===== src/rtl/gesture_key_conditioner_if.sv =====
// gesture_key_conditioner_if
//   Bundles the player keys and the conditioned event outputs of the
//   rock-paper-scissors input stage.
//   master : drives the raw keys and observes the events (board or bench side)
//   slave  : the conditioner, which takes the keys and drives the events
// Signals:
//   key_1/2/3     raw active-low keys (scissors, cloth, stone)
//   rx_data_1/2/3 active-low event pulses, idle high
//   choice        last accepted key code (00 none, 01/10/11 = key_1/2/3)
//   choice_valid  one-cycle strobe in the cycle choice updates
interface gesture_key_conditioner_if;
  logic       key_1;
  logic       key_2;
  logic       key_3;
  logic       rx_data_1;
  logic       rx_data_2;
  logic       rx_data_3;
  logic [1:0] choice;
  logic       choice_valid;

  modport master (
    output key_1, key_2, key_3,
    input  rx_data_1, rx_data_2, rx_data_3, choice, choice_valid
  );

  modport slave (
    input  key_1, key_2, key_3,
    output rx_data_1, rx_data_2, rx_data_3, choice, choice_valid
  );
endinterface


===== src/rtl/gesture_key_conditioner.sv =====
// gesture_key_conditioner
//   Input stage of the rock-paper-scissors game. Each raw active-low key is
//   synchronized (2 flops), debounced, and its debounced press (1->0) becomes
//   a one-cycle event. One event at a time is accepted (key_1 > key_2 > key_3
//   on ties) and turned into a PULSE_CYCLES-wide low pulse on its rx_data
//   line, followed by a PULSE_CYCLES guard gap during which new events are
//   discarded.
// Ports:
//   clk  system clock, rising edge
//   rst  synchronous active-high reset
//   bus  slave side of gesture_key_conditioner_if (keys in, events out)
module gesture_key_conditioner #(
  parameter int DEBOUNCE_CYCLES = 1000000,
  parameter int PULSE_CYCLES    = 4,
  parameter int CNT_W           = 20
) (
  input  logic                        clk,
  input  logic                        rst,
  gesture_key_conditioner_if.slave    bus
);

  localparam logic [CNT_W-1:0] DB_LAST    = CNT_W'(DEBOUNCE_CYCLES - 1);
  localparam logic [CNT_W-1:0] PULSE_LAST = CNT_W'(PULSE_CYCLES - 1);

  logic [2:0] key_raw;
  logic [2:0] press_vec;

  assign key_raw = {bus.key_3, bus.key_2, bus.key_1};

  // ---------------------------------------------------------------------
  // Per-key synchronizer, debouncer and press-edge detector
  // ---------------------------------------------------------------------
  generate
    for (genvar gi = 0; gi < 3; gi++) begin : g_key
      logic             sync1_q, sync2_q;
      logic             stable_q, stable_d;
      logic             stable_dly_q;
      logic             press_q, press_d;
      logic [CNT_W-1:0] db_cnt_q, db_cnt_d;

      always_comb begin
        stable_d = stable_q;
        db_cnt_d = db_cnt_q;
        if (sync2_q == stable_q) begin
          db_cnt_d = '0;
        end else if (db_cnt_q == DB_LAST) begin
          // Mismatch has persisted long enough: adopt the new level.
          stable_d = sync2_q;
          db_cnt_d = '0;
        end else begin
          db_cnt_d = db_cnt_q + 1'b1;
        end
        // Edge is taken on the registered stable value so the arbiter sees
        // a clean, registered one-cycle flag. Releases produce nothing.
        press_d = stable_dly_q & ~stable_q;
      end

      always_ff @(posedge clk) begin
        if (rst) begin
          sync1_q      <= 1'b1;
          sync2_q      <= 1'b1;
          stable_q     <= 1'b1;
          stable_dly_q <= 1'b1;
          press_q      <= 1'b0;
          db_cnt_q     <= '0;
        end else begin
          sync1_q      <= key_raw[gi];
          sync2_q      <= sync1_q;
          stable_q     <= stable_d;
          stable_dly_q <= stable_q;
          press_q      <= press_d;
          db_cnt_q     <= db_cnt_d;
        end
      end

      assign press_vec[gi] = press_q;
    end
  endgenerate

  // ---------------------------------------------------------------------
  // Arbitration and pulse FSM
  // ---------------------------------------------------------------------
  typedef enum logic [1:0] {
    ST_IDLE  = 2'd0,
    ST_PULSE = 2'd1,
    ST_GAP   = 2'd2
  } state_t;

  state_t           state_q, state_d;
  logic [CNT_W-1:0] pulse_cnt_q, pulse_cnt_d;
  logic [2:0]       rx_q, rx_d;             // active-low, bit i = rx_data_(i+1)
  logic [1:0]       choice_q, choice_d;
  logic             choice_valid_q, choice_valid_d;

  logic [2:0]       sel_low;                // active-low mask of the winner
  logic [1:0]       sel_code;

  // Fixed priority: key_1 > key_2 > key_3; losers are simply dropped.
  always_comb begin
    sel_low  = 3'b111;
    sel_code = 2'b00;
    if (press_vec[0]) begin
      sel_low  = 3'b110;
      sel_code = 2'b01;
    end else if (press_vec[1]) begin
      sel_low  = 3'b101;
      sel_code = 2'b10;
    end else if (press_vec[2]) begin
      sel_low  = 3'b011;
      sel_code = 2'b11;
    end
  end

  always_comb begin
    state_d        = state_q;
    pulse_cnt_d    = pulse_cnt_q;
    rx_d           = rx_q;
    choice_d       = choice_q;
    choice_valid_d = 1'b0;
    unique case (state_q)
      ST_IDLE: begin
        if (|press_vec) begin
          rx_d           = sel_low;
          pulse_cnt_d    = PULSE_LAST;
          choice_d       = sel_code;
          choice_valid_d = 1'b1;
          state_d        = ST_PULSE;
        end
      end
      ST_PULSE: begin
        if (pulse_cnt_q == '0) begin
          rx_d        = 3'b111;
          pulse_cnt_d = PULSE_LAST;
          state_d     = ST_GAP;
        end else begin
          pulse_cnt_d = pulse_cnt_q - 1'b1;
        end
      end
      ST_GAP: begin
        if (pulse_cnt_q == '0) begin
          state_d = ST_IDLE;
        end else begin
          pulse_cnt_d = pulse_cnt_q - 1'b1;
        end
      end
      default: begin
        rx_d    = 3'b111;
        state_d = ST_IDLE;
      end
    endcase
  end

  always_ff @(posedge clk) begin
    if (rst) begin
      state_q        <= ST_IDLE;
      pulse_cnt_q    <= '0;
      rx_q           <= 3'b111;
      choice_q       <= 2'b00;
      choice_valid_q <= 1'b0;
    end else begin
      state_q        <= state_d;
      pulse_cnt_q    <= pulse_cnt_d;
      rx_q           <= rx_d;
      choice_q       <= choice_d;
      choice_valid_q <= choice_valid_d;
    end
  end

  assign bus.rx_data_1    = rx_q[0];
  assign bus.rx_data_2    = rx_q[1];
  assign bus.rx_data_3    = rx_q[2];
  assign bus.choice       = choice_q;
  assign bus.choice_valid = choice_valid_q;

endmodule


===== src/flat_wrapper.sv =====
// flat-port wrapper written by rule: the top's interface ports become plain ports
module gesture_key_conditioner_flat 
#(
  parameter int DEBOUNCE_CYCLES = 1000000,
  parameter int PULSE_CYCLES    = 4,
  parameter int CNT_W           = 20
)
  (clk, rst, bus_key_1, bus_key_2, bus_key_3, bus_rx_data_1, bus_rx_data_2, bus_rx_data_3, bus_choice, bus_choice_valid);
  gesture_key_conditioner_if bus_i ();
  input  logic clk;
  input  logic rst;
  input wire logic [$bits(bus_i.key_1)-1:0] bus_key_1;
  input wire logic [$bits(bus_i.key_2)-1:0] bus_key_2;
  input wire logic [$bits(bus_i.key_3)-1:0] bus_key_3;
  output wire logic [$bits(bus_i.rx_data_1)-1:0] bus_rx_data_1;
  output wire logic [$bits(bus_i.rx_data_2)-1:0] bus_rx_data_2;
  output wire logic [$bits(bus_i.rx_data_3)-1:0] bus_rx_data_3;
  output wire logic [$bits(bus_i.choice)-1:0] bus_choice;
  output wire logic [$bits(bus_i.choice_valid)-1:0] bus_choice_valid;
  assign bus_i.key_1 = bus_key_1;
  assign bus_i.key_2 = bus_key_2;
  assign bus_i.key_3 = bus_key_3;
  assign bus_rx_data_1 = bus_i.rx_data_1;
  assign bus_rx_data_2 = bus_i.rx_data_2;
  assign bus_rx_data_3 = bus_i.rx_data_3;
  assign bus_choice = bus_i.choice;
  assign bus_choice_valid = bus_i.choice_valid;
  gesture_key_conditioner #(.DEBOUNCE_CYCLES(DEBOUNCE_CYCLES), .PULSE_CYCLES(PULSE_CYCLES), .CNT_W(CNT_W)) u_core (.clk(clk), .rst(rst), .bus(bus_i));
endmodule

===== config.mk =====
export PLATFORM = sky130hd
export DESIGN_NAME = gesture_key_conditioner_flat
export DESIGN_NICKNAME = d
export VERILOG_FILES = /design/src/rtl/gesture_key_conditioner_if.sv /design/src/rtl/gesture_key_conditioner.sv /design/src/flat_wrapper.sv
export SDC_FILE = /design/constraint.sdc
export NUM_CORES = 1
export LEC_CHECK = 0
export BUFFER_PORTS_ARGS = -buffer_cell sky130_fd_sc_hd__clkbuf_2
export CAP_MARGIN = 30
export CORE_ASPECT_RATIO = 0.8
export CORE_MARGIN = 5
export CORE_UTILIZATION = 41
export DETAILED_ROUTE_END_ITERATION = 8
export PLACE_DENSITY_LB_ADDON = 0.08
export SYNTH_ARGS = -nofsm -noshare
export SYNTH_HDL_FRONTEND = slang
export SYNTH_SLANG_ARGS = --single-unit

===== constraint.sdc =====
create_clock -name clk -period 2.6 [get_ports clk]
set_input_delay 0.39 -clock clk [delete_from_list [all_inputs] [get_ports clk]]
set_output_delay 0.39 -clock clk [all_outputs]
set_load 0.01 [all_outputs]

## Yosys cells after proc, flatten, opt, wreduce, memory -nomap -nowiden

Index checks and enable logic that the tools add are counted.

| cells by class | value |
|---|---|
| add/sub/neg operators | 4 |
| equality and inequality tests | 12 |
| mux-type cells | 18 |
| bitwise logic cells | 11 |
| reduce and logical (&&, ||, !) cells | 15 |

Operator list:

| cell | count |
|---|---|
| adder 20 x 1 -> 20 bit, second input constant | 3 |
| == test 20 bit, second input constant | 3 |
| 2-to-1 mux 20 bit | 3 |
| case mux 20 bit (3 select lines) | 1 |
| zero test 20 bit | 1 |
| subtractor 20 x 1 -> 20 bit, second input constant | 1 |
| 2-to-1 mux 3 bit | 5 |
| 2-to-1 mux 2 bit | 6 |
| OR reduction 3 bit | 4 |
| case mux 3 bit (3 select lines) | 1 |
| AND reduction 3 bit | 3 |
| inverter 1 bit | 8 |
| AND reduction 2 bit | 4 |
| inequality test 2 x 1 -> 1 bit, second input constant | 3 |
| case mux 2 bit (3 select lines) | 1 |
| AND 1 bit | 3 |
| == test 1 bit | 3 |
| nonzero test 3 bit | 1 |
| == test 2 x 1 -> 1 bit, second input constant | 1 |
| == test 2 bit, second input constant | 1 |
| zero test 2 bit | 1 |
| inequality test 2 bit, second input constant | 1 |
| OR reduction 2 bit | 1 |
| 2-to-1 mux 1 bit | 1 |

| word-level totals | value |
|---|---|
| register bits after elaboration | 103 |
| bits of input ports | 5 |
| output and inout port bits | 6 |
| logic and storage cells | 83 |

## Depth between registers and ports, before layout

Gate-level depths: netlist (run 1).

| logic depth | value |
|---|---|
| word-level depth | 5 |
| gate-level depth with buffers | 8 |
| gate-level depth less buffers | 7 |

## Worst setup path before layout (run 1)

OpenSTA, ideal clock, no wires.

| timing | value |
|---|---|
| path type | register to register |
| start point | register u_core.pulse_cnt_q[10] |
| end point | register u_core.pulse_cnt_q[3] |
| setup time | 64 ps |
| arrival | 2,065 ps |
| data required time | 2,536 ps |
| setup slack | 470 ps |
| stages on the path, launching flop included | 7 |
| path buffers | 1 |
| period minus slack after synthesis | 2,130 ps |
| path through | dfxtp_1 > or4_4 > nor4_4 > nand3_2 > a221o_2 > buf_6 > nor2_1 |

| between the ends | value |
|---|---|
| word-level cells in the longest chain between the ends | 3 |
| elaborated cells between the ends (all ways) | 5 |
| those cells by class | eq/ne (1); mux (2); reduce/logical (2) |

Ends and longest elaborated chain:

| what | RTL line | text |
|---|---|---|
| start, declared | gesture_key_conditioner.sv:90 | `logic [CNT_W-1:0] pulse_cnt_q, pulse_cnt_d;` |
| start signal, assigned | gesture_key_conditioner.sv:162 | `pulse_cnt_q <= pulse_cnt_d;` |
| zero test 20 bit * | gesture_key_conditioner.sv:131, gesture_key_conditioner.sv:140 |  |
| 2-to-1 mux 20 bit or inequality test 2 bit (tied branches) | n/a |  |
| case mux 20 bit (3 select lines) or AND reduction 3 bit (tied branches) | n/a |  |

Every way passes the cells marked *; elsewhere a longest branch is shown, timed or not.
A chain may end at the register's enable or synchronous reset.

## Worst setup path after layout (run 1)

| timing | value |
|---|---|
| start point | register u_core.state_q[0] |
| end point | register u_core.pulse_cnt_q[13] |

| between the ends | value |
|---|---|
| word-level cells in the longest chain between the ends | 3 |
| elaborated cells between the ends (all ways) | 8 |
| those cells by class | eq/ne (4); mux (1); reduce/logical (3) |

Ends and longest elaborated chain:

| what | RTL line | text |
|---|---|---|
| start, declared | gesture_key_conditioner.sv:89 | `state_t state_q, state_d;` |
| start signal, assigned | gesture_key_conditioner.sv:161 | `state_q <= state_d;` |
| == test 2 bit (tied with other cells) | gesture_key_conditioner.sv:120 | `unique case (state_q)` |
| inequality test 2 bit (no source line) (tied with other cells) | n/a |  |
| AND reduction 3 bit (no source line) | n/a |  |

Parallel ways exist; a longest one is shown, timed or not.

==> results.cfg, run 1 <==
[timing]
setup_viol = 0
skew_ns = 0.009147
whs_ns = 0.2274
rsz0062_at_grt = no
finalCritPeriodShare_pct = 92.46
timing.fmax_ghz = 0.4160
worst_slew_pin_slew_ns = 0.7174
maxSlewViolCount = 0
setup-tns-final_ns = 0
min_period_ns = 2.404
hold_viol_final = 0
setup_ws_ns = 0.1960
relSlewSlack_pct = 51.81

[drt]
dr.pass1.iters = 4
drc_errors = 0
wirelength_um = 8568
avgRoutedWirePerCell_um = 12.71
avgViaCountPerCell = 5.012
via_count = 3378
drtIter0Drc = 197
drtAntennaViolNets = 0

[die]
io_pins = 11
die_x_um = 127.3
floorplan.initialDensity_pct = 41.76
rows = 34
core_area_um2 = 10810
die-area_um2 = 13220
die_y_um = 103.8

[clocking]
path_clk_slew_ns = 0.07
cts_tree = yes
cts_buffers = 9
cts_sinks = 103
worstSkewPairLatency_ns = 0.35
cts-root-buf = clkbuf_16
cts_max_path_buffers = 2
hold_buffers = 0
htreeDepth = 3

[setup_path]
arrival_ns = 2.68
reg2reg_depth = 7
critPathLaunch = u_core.state_q[0]
cp-start-kind = flip-flop
crit_type = flip-flop to flip-flop
worstPathRequired_ns = 2.88
crit_path_max_incr_delay_ns = 0.61
r2r-start = u_core.state_q[0]
critPathSlowestCell = nor4_2
cp-endpoint = u_core.pulse_cnt_q[13]
cp_max_fo = 9
r2r_setup_slack_ns = 0.20
end_kind = flip-flop
r2r-end = u_core.pulse_cnt_q[13]
crit_chain = inv_1 -> ha_1 -> nor4b_4 -> nor4_2 -> o211ai_2 -> or3_1 -> a21oi_1

[synth]
synth_ff_type = dfxtp_1
syn_inst = 506
synth_commonest_cells = 103 x dfxtp_1, 99 x nor2_1, 36 x nand3_1
syn_nets = 521
synthAdderAreaFrac_pct = 2.773
yosys.area_share.simple_pct = 27.57
ys_seq_elements = 103
syn_area_per_cell_um2 = 8.917
synth_area_leaders = dfxtp_1 46%, nor2_1 8.2%, xnor2_1 6.6%
yosys.area.top_type_share_pct = 45.70
synth_most_common_cell = dfxtp_1
synth_top_family_by_area = simple AND/OR/NAND/NOR gates
synth_warnings = 0
synth.distinct_cells = 50
synth_area_leader_cell = dfxtp_1
synth-seq-area-share_pct = 45.70
async_reset_ff_share_pct = 0
synth_compound_area_share_pct = 7.210
synth-edff-count = 0
synth.area.mux_share_pct = 0.8874
synthXorXnorAreaFrac_pct = 13.01
netlist_area_um2 = 4512

[global_routing]
grt_pass1_wl_um = 15000
grtUsageTotal_pct = 13.67
grt_pass1_vias = 3157
grt_overflow = 0
grt_max_degree = 21
antenna_found_initial = 0

[place]
gp_congestion = 0.7822
hpwlAfterDp_um = 5911
place_area_um2 = 4760
port_buffers = 10
pre_cts_ws_ns = 0.1408

[power_and_ir_drop]
p_per_area_nw_per_um2 = 717.9
peakVddDrop_mv = 0.3255
p_leak_nw = 1.801

[layout]
fin_area_um2 = 5114
nNetsFinal = 540
drive_gt1_share_pct = 11.13
syn2layout_area_growth_pct = 13.34
utilization_pct = 47.33
num_antenna_cells = 0

[worst_hold_path]
hold_class = input port to flip-flop
hold_path_depth = 2

[status]
status = complete, no violations

[flow_run]
cap_violations = 0
==> power breakdown <==
| group | internal (W) | leakage (nW) | switching (W) |
|---|---|---|---|
| Sequential | 0.00162 | 0.832 | 0.0000384 |
| Clock | 0.000946 | 0.171 | 0.000602 |
| Combinational | 0.000177 | 0.798 | 0.000291 |
| Total | 0.00274 | 1.80 | 0.000931 |
==> critical path, delay by kind of cell (launching register included) <==
kind	cells	cell delay, ns
adders and majority gates	1	0.28
and+or+nand+nor	3	1.16
DFF	1	0.38
AOI/OAI and AO/OA	2	0.41
buffers and inverters	1	0.09
==> stage by stage <==
step / cells / power (W)
after global routing: 674 / 0.003840
after CTS: 674 / 0.003718
final: 674 / 0.003671
after floorplan: 506 / 0.002040
after global placement: 658 / 0.002145
after detailed placement: 658 / 0.002155
==> cell type report <==
class | instances | area (um2)
Inverter | 21 | 78.83
Multi-Input combinational cell | 371 | 2330
Sequential cell | 103 | 2062
Timing Repair Buffer | 19 | 117.6
Clock inverter | 7 | 120.1
Fill cell | 1062 | 5692
Tap cell | 144 | 180.2
Clock buffer | 9 | 225.2
==> flip-flops by register name, indices dropped and copies added (netlist names) <==
register,cells
u_core.bus.choice,2
u_core.bus.choice_valid,1
u_core.g_key.db_cnt_q,60
u_core.g_key.press_q,3
u_core.g_key.stable_dly_q,3
u_core.g_key.stable_q,3
u_core.g_key.sync1_q,3
u_core.g_key.sync2_q,3
u_core.pulse_cnt_q,20
u_core.rx_q,3
u_core.state_q,2
==> cells in the final DEF (no fill, tap or decap), drive strengths merged, types with 4 or more instances in the layout <==
master / n
nand4: 12
o21ai: 12
mux2i: 4
nor4b: 5
nor2: 99
dfxtp: 103
inv: 22
or3: 5
nand2: 24
or4: 6
ha: 10
o211ai: 5
a21oi: 6
xor2: 33
clkbuf: 19
or2: 11
nand3: 37
buf: 9
nor3: 9
nor4: 12
a31oi: 5
xnor2: 34
and3: 12
==> timing repair <==
action                                  in CTS  in global routing
endpoints found under the setup margin       0                  3
resized for setup                            0                  1
buffers inserted                             0                  0
==> routing by layer <==
layer | global-route usage (%) | vias to the layer above | part of all wire, % | wire (um)
met2 | 19.35 | 24 | 42 | 3630
met1 | 19.60 | 1570 | 54 | 4605
met4 | 4.977 | 0 | 1.6 | 135
li1 | - | 1773 | - | -
met5 | 0 | - | 0 | 0
met3 | 3.961 | 11 | 2.3 | 196
==> logic make-up after synthesis <==
logic type	Yosys count
fa+ha+maj	10
flops	103
mux	4
simple gates	244
xor+xnor	67
buf+inv	32
compound gates	46
==> worst min-delay path by stage <==
| stage | start | endpoint | slack, ns |
|---|---|---|---|
| final | bus_key_2 | u_core.g_key[1].sync1_q | 0.23 |
| after CTS | bus_key_3 | u_core.g_key[2].sync1_q | 0.22 |
| after global routing | bus_key_3 | u_core.g_key[2].sync1_q | 0.23 |
| after floorplan | u_core.g_key[0].sync1_q | u_core.g_key[0].sync2_q | 0.39 |
| after global placement | u_core.g_key[1].sync1_q | u_core.g_key[1].sync2_q | 0.39 |
| after detailed placement | u_core.g_key[0].sync1_q | u_core.g_key[0].sync2_q | 0.39 |
(Power assumes the default switching activity.)
==> run 2: changes to the inputs <==
REMOVE_ABC_BUFFERS = 1   (was default)
SKIP_LAST_GASP = 1   (was default)
==> run 2 against run 1 <==
Net effect:
- sequential power is essentially flat
- global-route usage shrank 0.30 points
- critical path depth is the same
- sequential cell count is the same
- non-clock buffer count grew 1
- combinational power shrank 1%
- clock skew shrank 0.0028 ns
- die area is the same
- first-iteration DRC count is the same
- power grew 0.26%
- worst hold slack gained 0.0022 ns
- largest cell class unchanged
==> results.cfg, run 2 (same netlist as run 1, synthesis figures left out) <==
[clocking]
htreeDepth = 3
path_clk_slew_ns = 0.07
cts_buffers = 9
cts-root-buf = clkbuf_16
cts_sinks = 103
cts_max_path_buffers = 2
cts_tree = yes
worstSkewPairLatency_ns = 0.34

[status]
status = complete, no violations

[layout]
largest_reg_flops = 60
layout_commonest_cell = dfxtp_1
fin_area_um2 = 5131
layout_common_cells = 103 x dfxtp_1, 99 x nor2_1, 36 x nand3_1, 34 x xnor2_1, 33 x xor2_1
regMostFlops = u_core.g_key.db_cnt_q
syn2layout_area_growth_pct = 13.73
num_antenna_cells = 0
utilization_pct = 47.49
top_regs = u_core.g_key.db_cnt_q x60, u_core.pulse_cnt_q x20
fillers = 1084
nNetsFinal = 541
drive_gt1_share_pct = 11.11

[global_routing]
grt_pass1_wl_um = 14770
grt_overflow = 0
grtUsageTotal_pct = 13.36
grt_pass1_vias = 3106
grt_max_degree = 21
antenna_found_initial = 0

[setup_path]
critPathSlowestCell = nor4_2
arrival_ns = 2.70
end_kind = flip-flop
crit_chain = inv_1 -> ha_1 -> nor4b_4 -> nor4_2 -> o211ai_2 -> or3_1 -> a21oi_1
crit_path_max_incr_delay_ns = 0.61
cp-start-kind = flip-flop
worstPathRequired_ns = 2.87
cp_max_fo = 7
crit_type = flip-flop to flip-flop

[timing]
worst_slew_pin_slew_ns = 0.7495
skew_ns = 0.006341
hold_viol_final = 0
timing.fmax_ghz = 0.4122
rsz0062_at_grt = no
relSlewSlack_pct = 49.65
maxSlewViolCount = 0
min_period_ns = 2.426
finalCritPeriodShare_pct = 93.31
setup-tns-final_ns = 0
setup_viol = 0

[die]
die_y_um = 103.8
rows = 34
core_area_um2 = 10810
io_pins = 11
floorplan.initialDensity_pct = 41.76
die-area_um2 = 13220
die_x_um = 127.3

[drt]
avgViaCountPerCell = 4.954
drtIter0Drc = 197
drtAntennaViolNets = 0
drc_errors = 0
avgRoutedWirePerCell_um = 12.36
dr.pass1.iters = 4
wirelength_um = 8344
via_count = 3344

[place]
place_area_um2 = 4767
hpwlAfterDp_um = 5911
gp_congestion = 0.7621
port_buffers = 10

[power_and_ir_drop]
p_leak_nw = 1.806
finalPower_w = 0.003680
peakVddDrop_mv = 0.3277
p_per_area_nw_per_um2 = 717.2

[flow_run]
cap_violations = 0

[worst_hold_path]
hold_class = input port to flip-flop
## run 2: changes by cell type in the layout (fill, tap and decap cells not counted)
cell / delta
clkinv_2: -2
inv_8: -1
clkbuf_1: +1
clkinv_4: -1
buf_4: +1
inv_6: +1
clkbuf_8: +2
## run 2: worst paths after layout
check | from | endpoint | slack, ns | cells past startpoint
max | u_core.state_q[0] | u_core.pulse_cnt_q[13] | 0.17 | 7
min | bus_key_1 | u_core.g_key[0].sync1_q | 0.23 | 2
max reg2reg | u_core.state_q[0] | u_core.pulse_cnt_q[13] | 0.17 | 7
min reg2reg | u_core.g_key[2].stable_dly_q | u_core.g_key[2].press_q | 0.41 | 2
## run 2: layout make-up
class                           instances  area (um2)  area share, %
Timing Repair Buffer                   20       125.1          2.438
Tap cell                              144       180.2          3.511
Clock buffer                           12       256.5          4.999
Clock inverter                          4       98.84          1.926
Sequential cell                       103        2062          40.19
Inverter                               21       78.83          1.536
Multi-Input combinational cell        371        2330          45.40
## run 2: repair_timing
action	CTS	global route
setup endpoints to repair	0	4
gates resized for setup	0	1
buffers inserted	0	0
hold buffers	0	0
## run 2: routing by layer
layer	global-route usage (%)	up-vias	part of all wire, %
met5	0	-	0
met1	19.70	1538	56
met2	18.97	24	41
met3	3.858	5	2.4
met4	3.446	0	0.73
li1	-	1777	-
## run 2: worst max-delay path: cells and delay by family (launching register included)
kind                     cells  cell delay, ns
AO/OA/AOI/OAI                2            0.43
flip-flops                   1            0.38
AND/OR/NAND/NOR              3            1.16
buffers and inverters        1            0.10
adder cells (fa/ha/maj)      1            0.29
## run 2: through the flow
stage | hold WS (ns) | instances | worst slack, ns
2_1_floorplan | 0.3895 | 495 | 0.4000
3_3_place_gp | 0.3920 | 659 | 0.2956
3_5_place_dp | 0.3948 | 659 | 0.1792
4_1_cts | 0.2134 | 675 | 0.1459
5_1_grt | 0.2131 | 675 | 0.006531
6_report | 0.2296 | 675 | 0.1739
## run 2: where the power goes
group	switching, W	internal [W]	total (W)
Clock	0.000565	0.000997	0.00156
Combinational	0.000284	0.000177	0.000461
Sequential	0.0000388	0.00162	0.00166
